--- src/rtl/pipeline_fetch_unit.sv ---
// ---------------------------------------------------------------------------
// pipeline_fetch_unit
//
// Instruction-fetch front end for the 5-stage pipeline. It owns the fetch PC,
// issues reads to the instruction cache and buffers fetched {PC, instruction}
// pairs in a DEPTH-entry circular prefetch FIFO. The FIFO feeds the ID stage
// through a valid/ready handshake. A taken branch or jump from EX (REDIRECT)
// flushes the FIFO and restarts fetch at the redirect target.
//
// Parameters
//   XLEN      width of PC and addresses
//   DEPTH     prefetch FIFO entries (power of two, >= 2)
//   RESET_PC  word-aligned PC loaded on reset
//
// Ports
//   CLK                 in   clock; all state updates on the rising edge
//   RESET               in   synchronous, active-low reset
//   ICACHE_ADDRESS      out  fetch PC presented to the instruction cache
//   ICACHE_READ         out  fetch request
//   ICACHE_INSTRUCTION  in   instruction word from the cache
//   ICACHE_BUSYWAIT     in   high = cache not ready; the word is valid when
//                            READ=1 and BUSYWAIT=0
//   REDIRECT            in   taken branch/jump from EX
//   REDIRECT_PC         in   redirect target (bits [1:0] are ignored)
//   ID_VALID            out  ID_INSTRUCTION / ID_PC are valid
//   ID_READY            in   ID stage accepts this cycle
//   ID_INSTRUCTION      out  instruction at the FIFO head
//   ID_PC               out  PC of that instruction
//   FIFO_COUNT          out  number of occupied FIFO entries
//
// Build option
//   FETCH_BYPASS_EN  When defined, a word accepted from the cache while the
//                    FIFO is empty is forwarded to ID_* in the same cycle. If
//                    ID_READY is high it is consumed without entering the
//                    FIFO; otherwise it is pushed as usual. When undefined,
//                    ID_* always come from the FIFO head (1-cycle latency).
// ---------------------------------------------------------------------------
module pipeline_fetch_unit #(
   parameter int              XLEN     = 32,
   parameter int              DEPTH    = 4,
   parameter logic [XLEN-1:0] RESET_PC = {XLEN{1'b0}}
) (
   input  logic                       CLK,
   input  logic                       RESET,
   output logic [XLEN-1:0]            ICACHE_ADDRESS,
   output logic                       ICACHE_READ,
   input  logic [31:0]                ICACHE_INSTRUCTION,
   input  logic                       ICACHE_BUSYWAIT,
   input  logic                       REDIRECT,
   input  logic [XLEN-1:0]            REDIRECT_PC,
   output logic                       ID_VALID,
   input  logic                       ID_READY,
   output logic [31:0]                ID_INSTRUCTION,
   output logic [XLEN-1:0]            ID_PC,
   output logic [$clog2(DEPTH+1)-1:0] FIFO_COUNT
);

   localparam int PW = $clog2(DEPTH);
   localparam int CW = $clog2(DEPTH+1);
   localparam logic [CW-1:0] DEPTH_C = CW'(DEPTH);
   localparam logic [XLEN-1:0] PC_STEP = XLEN'(3'd4);

   // ------------------------------------------------------------------
   // State
   // ------------------------------------------------------------------
   logic                run_q,      run_d;
   logic [XLEN-1:0]     fetch_pc_q, fetch_pc_d;
   logic [PW-1:0]       wr_ptr_q,   wr_ptr_d;
   logic [PW-1:0]       rd_ptr_q,   rd_ptr_d;
   logic [CW-1:0]       count_q,    count_d;
   logic [XLEN-1:0]     mem_pc_q    [DEPTH];
   logic [XLEN-1:0]     mem_pc_d    [DEPTH];
   logic [31:0]         mem_instr_q [DEPTH];
   logic [31:0]         mem_instr_d [DEPTH];
   // Last word presented on ID_*, so the outputs hold once the FIFO drains.
   logic [XLEN-1:0]     last_pc_q,    last_pc_d;
   logic [31:0]         last_instr_q, last_instr_d;

   // ------------------------------------------------------------------
   // Handshake terms
   // ------------------------------------------------------------------
   logic icache_read_s;
   logic accept_s;
   logic head_valid_s;
   logic fifo_valid_s;
   logic fifo_pop_s;
   logic bypass_s;
   logic bypass_take_s;
   logic push_s;
   logic unused_redirect_lsb_s;

   // The target is forced word aligned, so its two low bits are never used.
   assign unused_redirect_lsb_s = ^REDIRECT_PC[1:0];

   // Request, accept, pop and push qualifiers for this cycle.
   always_comb begin
      icache_read_s = run_q && (count_q < DEPTH_C);
      // A word returned while REDIRECT is high belongs to the wrong path.
      accept_s      = icache_read_s && !ICACHE_BUSYWAIT && !REDIRECT;
      head_valid_s  = (count_q != {CW{1'b0}});
      fifo_valid_s  = head_valid_s && !REDIRECT;
      fifo_pop_s    = fifo_valid_s && ID_READY;
`ifdef FETCH_BYPASS_EN
      bypass_s      = accept_s && !head_valid_s;
`else
      bypass_s      = 1'b0;
`endif
      bypass_take_s = bypass_s && ID_READY;
      // A bypassed word consumed by ID never occupies a FIFO slot.
      push_s        = accept_s && !bypass_take_s;
   end

   // Next-state computation for PC, FIFO storage, pointers and count.
   always_comb begin
      run_d        = 1'b1;
      fetch_pc_d   = fetch_pc_q;
      wr_ptr_d     = wr_ptr_q;
      rd_ptr_d     = rd_ptr_q;
      count_d      = count_q;
      mem_pc_d     = mem_pc_q;
      mem_instr_d  = mem_instr_q;
      last_pc_d    = last_pc_q;
      last_instr_d = last_instr_q;

      if (REDIRECT) begin
         // Flush everything and restart at the aligned target.
         fetch_pc_d = {REDIRECT_PC[XLEN-1:2], 2'b00};
         wr_ptr_d   = {PW{1'b0}};
         rd_ptr_d   = {PW{1'b0}};
         count_d    = {CW{1'b0}};
      end else begin
         if (push_s) begin
            mem_pc_d[wr_ptr_q]    = fetch_pc_q;
            mem_instr_d[wr_ptr_q] = ICACHE_INSTRUCTION;
            wr_ptr_d              = wr_ptr_q + PW'(1'b1);
         end else begin
            wr_ptr_d = wr_ptr_q;
         end

         if (fifo_pop_s) begin
            rd_ptr_d = rd_ptr_q + PW'(1'b1);
         end else begin
            rd_ptr_d = rd_ptr_q;
         end

         if (accept_s) begin
            fetch_pc_d = fetch_pc_q + PC_STEP;
         end else begin
            fetch_pc_d = fetch_pc_q;
         end

         case ({push_s, fifo_pop_s})
            2'b10:   count_d = count_q + CW'(1'b1);
            2'b01:   count_d = count_q - CW'(1'b1);
            default: count_d = count_q;
         endcase
      end

      if (bypass_s) begin
         last_pc_d    = fetch_pc_q;
         last_instr_d = ICACHE_INSTRUCTION;
      end else if (head_valid_s) begin
         last_pc_d    = mem_pc_q[rd_ptr_q];
         last_instr_d = mem_instr_q[rd_ptr_q];
      end else begin
         last_pc_d    = last_pc_q;
         last_instr_d = last_instr_q;
      end
   end

   // State registers with synchronous active-low reset; reset beats REDIRECT.
   always_ff @(posedge CLK) begin
      if (!RESET) begin
         run_q        <= 1'b0;
         fetch_pc_q   <= RESET_PC;
         wr_ptr_q     <= {PW{1'b0}};
         rd_ptr_q     <= {PW{1'b0}};
         count_q      <= {CW{1'b0}};
         last_pc_q    <= {XLEN{1'b0}};
         last_instr_q <= 32'h0000_0000;
         for (int i = 0; i < DEPTH; i++) begin
            mem_pc_q[i]    <= {XLEN{1'b0}};
            mem_instr_q[i] <= 32'h0000_0000;
         end
      end else begin
         run_q        <= run_d;
         fetch_pc_q   <= fetch_pc_d;
         wr_ptr_q     <= wr_ptr_d;
         rd_ptr_q     <= rd_ptr_d;
         count_q      <= count_d;
         last_pc_q    <= last_pc_d;
         last_instr_q <= last_instr_d;
         for (int i = 0; i < DEPTH; i++) begin
            mem_pc_q[i]    <= mem_pc_d[i];
            mem_instr_q[i] <= mem_instr_d[i];
         end
      end
   end

   // ------------------------------------------------------------------
   // Outputs
   // ------------------------------------------------------------------
   assign ICACHE_ADDRESS = fetch_pc_q;
   assign ICACHE_READ    = icache_read_s;
   assign FIFO_COUNT     = count_q;
   assign ID_VALID       = fifo_valid_s || bypass_s;

   // ID data: forwarded word, FIFO head, or the last word shown when empty.
   always_comb begin
      if (bypass_s) begin
         ID_PC          = fetch_pc_q;
         ID_INSTRUCTION = ICACHE_INSTRUCTION;
      end else if (head_valid_s) begin
         ID_PC          = mem_pc_q[rd_ptr_q];
         ID_INSTRUCTION = mem_instr_q[rd_ptr_q];
      end else begin
         ID_PC          = last_pc_q;
         ID_INSTRUCTION = last_instr_q;
      end
   end

endmodule

--- config.mk ---
export PLATFORM = sky130hd
export DESIGN_NAME = pipeline_fetch_unit
export DESIGN_NICKNAME = d
export VERILOG_FILES = /design/src/rtl/pipeline_fetch_unit.sv
export SDC_FILE = /design/constraint.sdc
export NUM_CORES = 1
export LEC_CHECK = 0
export ABC_AREA = 1
export CAP_MARGIN = 10
export CORE_MARGIN = 4
export CORE_UTILIZATION = 61
export DETAILED_ROUTE_END_ITERATION = 16
export HOLD_SLACK_MARGIN = 0.1
export MAX_ROUTING_LAYER = met4
export PLACE_DENSITY = 0.89
export SETUP_SLACK_MARGIN = 0.1
export SLEW_MARGIN = 20
export SYNTH_ARGS = -nofsm -noshare
export SYNTH_HDL_FRONTEND = slang
export SYNTH_SLANG_ARGS = --single-unit
--- constraint.sdc ---
create_clock -name CLK -period 5.5 [get_ports CLK]
set_input_delay 0.825 -clock CLK [delete_from_list [all_inputs] [get_ports CLK]]
set_output_delay 0.825 -clock CLK [all_outputs]
set_load 0.02 [all_outputs]
==> flow_summary_export.csv <==
group,metric,value,unit
global_routing,grtUsageTotal,30.7,%
yosys,async_flop_share,0,%
pwr,pwr-share-comb,6.8,%
routing,wl,43800,µm
pwr,switching_share,23.5,%
worst_hold_path,holdCritStartpoint,"last_pc_q[0]",
critical_path,reg2regPathDepth,8,
sta,grt_setup_unrepaired,"no",
yosys,ys_seq_area_share,45.6,%
critical_path,endpoint_kind,"flip-flop",
global_routing,antenna_found_initial,1,
yosys,syn_inst,2206,
yosys,yosys_warnings,0,
floorplan,core-area,24500,µm²
routing,drt.antenna.violating_nets,0,
sta,hold_violations,0,
clock_network,hold_buffers,0,
sta,fmax,0.244,GHz
global_routing,grt_first_pass_wirelength,70500,µm
worst_hold_path,min_path_type,"flip-flop to flip-flop",
finish,syn2layout_area_growth,17.1,%
floorplan,die_area,27800,µm²
clock_network,cts_setup_buffers,0,
critical_path,path_class,"input pin to flip-flop",
place,gp_routability_congestion,0.905,
routing,vias,15300,
global_routing,grt_pass1_vias,14200,
pwr,power.share.clock,44.8,%
critical_path,crit_chain,"clkdlybuf4s50_1 > buf_4 > inv_1 > buf_4 > nand2_1 > inv_4 > nand2_4 > buf_4 > o21ai_0 > a21oi_1",
critical_path,crit_family,"buffers and inverters",
sta,skew,11.5,ps
critical_path,cpMostUsedCell,"buf_4",
routing,drt_iter0_markers,1727,
run_status,outcome,"finished, final reports clean",
sta,setup_viol,0,
clock_network,numClockSinks,350,
yosys,syn_area,15400,µm²
yosys,avgSynthCellArea,6.96,µm²
yosys,synthFlopType,"dfxtp_1",
critical_path,timing.rr.end,"mem_instr_q[54]",
sta,fin_setup_tns,0,ps
clock_network,cts_buffers,37,
clock_network,cts_htree_levels,2,
finish,finalInstanceArea,18000,µm²
sta,timing.final.crit_share,74.5,%
yosys,synth_edf_count,0,
floorplan,fp.dieH,167,µm
critical_path,crit_fanout,75,
routing,drc,0,
critical_path,crit_buf_inv,6,
pwr,internal-power,4.15,mW
sta,worst_slew_pin_slew,1130,ps
critical_path,worstPathArrival,4480,ps
place,hpwl,24600,µm
finish,fill_cells,1863,
routing,viasPerCell,5.92,
floorplan,start_util,62.6,%
critical_path,start_kind,"input pin",
finish,seq_area,7010,µm²
place,post_dp_cell_area,16800,µm²
critical_path,critPathRequiredTime,5880,ps
floorplan,die_w,167,µm
sta,relSlewSlack,24.5,%
finish,layout-drive-gt1-share,3.97,%
routing,drtPass1Iterations,7,
floorplan,row_count,57,
pwr,ir_worst_vdd,253,µV
clock_network,clkTransAtPathRegs,60,ps
sta,finalCriticalPeriod,4100,ps
clock_network,cts-root-buf,"clkbuf_16",
place,io_buffers,165,
routing,wl_per_cell,16.9,µm
yosys,ys_ff_latch,350,
pwr,p_leak,6.57,nW
yosys,synth.distinct_cells,28,
clock_network,ctsResizeCount,0,
critical_path,critPathMaxStageDelay,690,ps
pwr,seqPwrFrac,48.4,%
pwr,p_sw,1.27,mW
critical_path,r2r-start,"FIFO_COUNT[2]",
global_routing,gr-total-overflow,0,
clock_network,cts_tree,"done",
floorplan,pin_count,170,
critical_path,rrSetupSlack,1970,ps
finish,multi_input_area,6930,µm²
clock_network,cts_buffer_depth,3,
clock_network,clk_latency,510,ps
worst_hold_path,hold_depth,2,
run,cap_viol_max_count,0,
pwr,power.total,5.42,mW
critical_path,slowest_stage,"inv_4",
worst_hold_path,min_to,"last_pc_q[0]",
global_routing,grt_max_degree,136,
pwr,powerDensity,301,nW/µm²
sta,maxSlewViolCount,0,
finish,final_nets,2321,
==> synth_stat cells (2+ instances only) <==
master / instances / share of area, %
buf_2: 39 / 1.3
xnor2_1: 3 / 0.17
buf_4: 9 / 0.44
xor2_1: 3 / 0.17
a22oi_1: 7 / 0.34
ha_1: 6 / 0.49
a21oi_1: 468 / 15
nand3_1: 160 / 5.2
nand2_1: 490 / 12
dfxtp_1: 350 / 46
a31oi_1: 2 / 0.081
buf_1: 16 / 0.39
clkbuf_1: 121 / 3.0
o21ai_0: 271 / 8.8
nor3_1: 5 / 0.16
nor2_1: 70 / 1.7
inv_2: 2 / 0.049
inv_1: 173 / 4.2
clkinv_1: 2 / 0.049
==> state kept, by name, summed over array words and instances (netlist names) <==
signal,cells
mem_instr_q,128
last_instr_q,32
FIFO_COUNT,3
run_q,1
mem_pc_q,120
last_pc_q,32
wr_ptr_q,2
ICACHE_ADDRESS,30
rd_ptr_q,2
==> cell type report <==
type	count	share of cell area, %
tap	324	2.25
timing repair buffer	185	10.0
multi-input combinational	1494	38.5
clock inverter	7	0.487
antenna	1	0.0139
clock buffer	53	5.98
inverter	177	3.74
sequential	350	39.0
==> metrics by stage <==
step,instances,utilization [%],hold slack (ps),setup WS (ps)
finish,2591,73.3,451,1400
global route,2591,73.3,466,1190
CTS,2590,73.3,451,1530
detailed placement,2530,68.5,442,1030
global placement,2530,68.5,433,1090
floorplan,2207,-,425,3070
==> power by group through the flow <==
stage	combinational, mW	sequential, mW	clock (mW)
3_5_place_dp	0.359	2.67	0
3_3_place_gp	0.353	2.67	0
2_1_floorplan	0.205	2.66	0
4_1_cts	0.364	2.62	2.44
6_report	0.371	2.62	2.43
5_1_grt	0.397	2.62	2.55
==> cell usage in the layout, fill, tap and decap left out, types with 2 or more instances in the layout <==
cell             instances
buf_4                   21
clkbuf_8                 9
clkbuf_1                 7
a21oi_1                468
ha_2                     2
a31oi_1                  2
inv_1                  171
nand2_1                486
nor2_1                  70
clkinv_2                 5
dfxtp_1                348
clkbuf_16               37
ha_1                     4
bufinv_16                2
xor2_1                   3
clkdlybuf4s50_1        164
nand2_4                  2
conb_1                   2
o21ai_0                271
xnor2_1                  3
inv_2                    2
a22oi_1                  7
nor3_1                   5
nand3_1                160
nand2_2                  2
nor3_4                   2
==> worst register-to-register path, delay by kind of cell, from the launching register on <==
| family | cells | cell delay (ps) |
|---|---|---|
| and+or+nand+nor | 3 | 1240 |
| DFF | 1 | 390 |
| buffers and inverters | 3 | 1450 |
| AOI/OAI and AO/OA | 2 | 310 |
==> logic make-up after synthesis <==
logic type / count (synthesis) / synth area share, %
AOI/OAI and AO/OA: 749 / 24.5
and+or+nand+nor: 730 / 19.4
buffers and inverters: 363 / 9.46
DFF: 350 / 45.6
adders and majority gates: 7 / 0.619
xor gates and xnor gates: 6 / 0.342
other: 1 / 0.0244
==> metal layers <==
metal  vias up  share of wire [%]  track usage (%)
met5         -                  0                -
met4         0                3.6             12.1
met3       132                 10             4.57
met2       892                 47             49.5
met1      6997                 39             39.1
li1       7327                  -                -
==> worst max-delay path by stage <==
| stage | from | end | slack (ps) | cells past startpoint |
|---|---|---|---|---|
| 2_1_floorplan | REDIRECT | FIFO_COUNT[2] | 3070 | 10 |
| 3_3_place_gp | REDIRECT | mem_instr_q[62] | 1090 | 10 |
| 3_5_place_dp | REDIRECT | mem_instr_q[60] | 1030 | 10 |
| 4_1_cts | REDIRECT | mem_pc_q[72] | 1530 | 10 |
| 5_1_grt | REDIRECT | mem_pc_q[72] | 1190 | 10 |
| 6_report | REDIRECT | mem_instr_q[54] | 1400 | 10 |
Note: power is estimated with default switching activity, not from simulation.
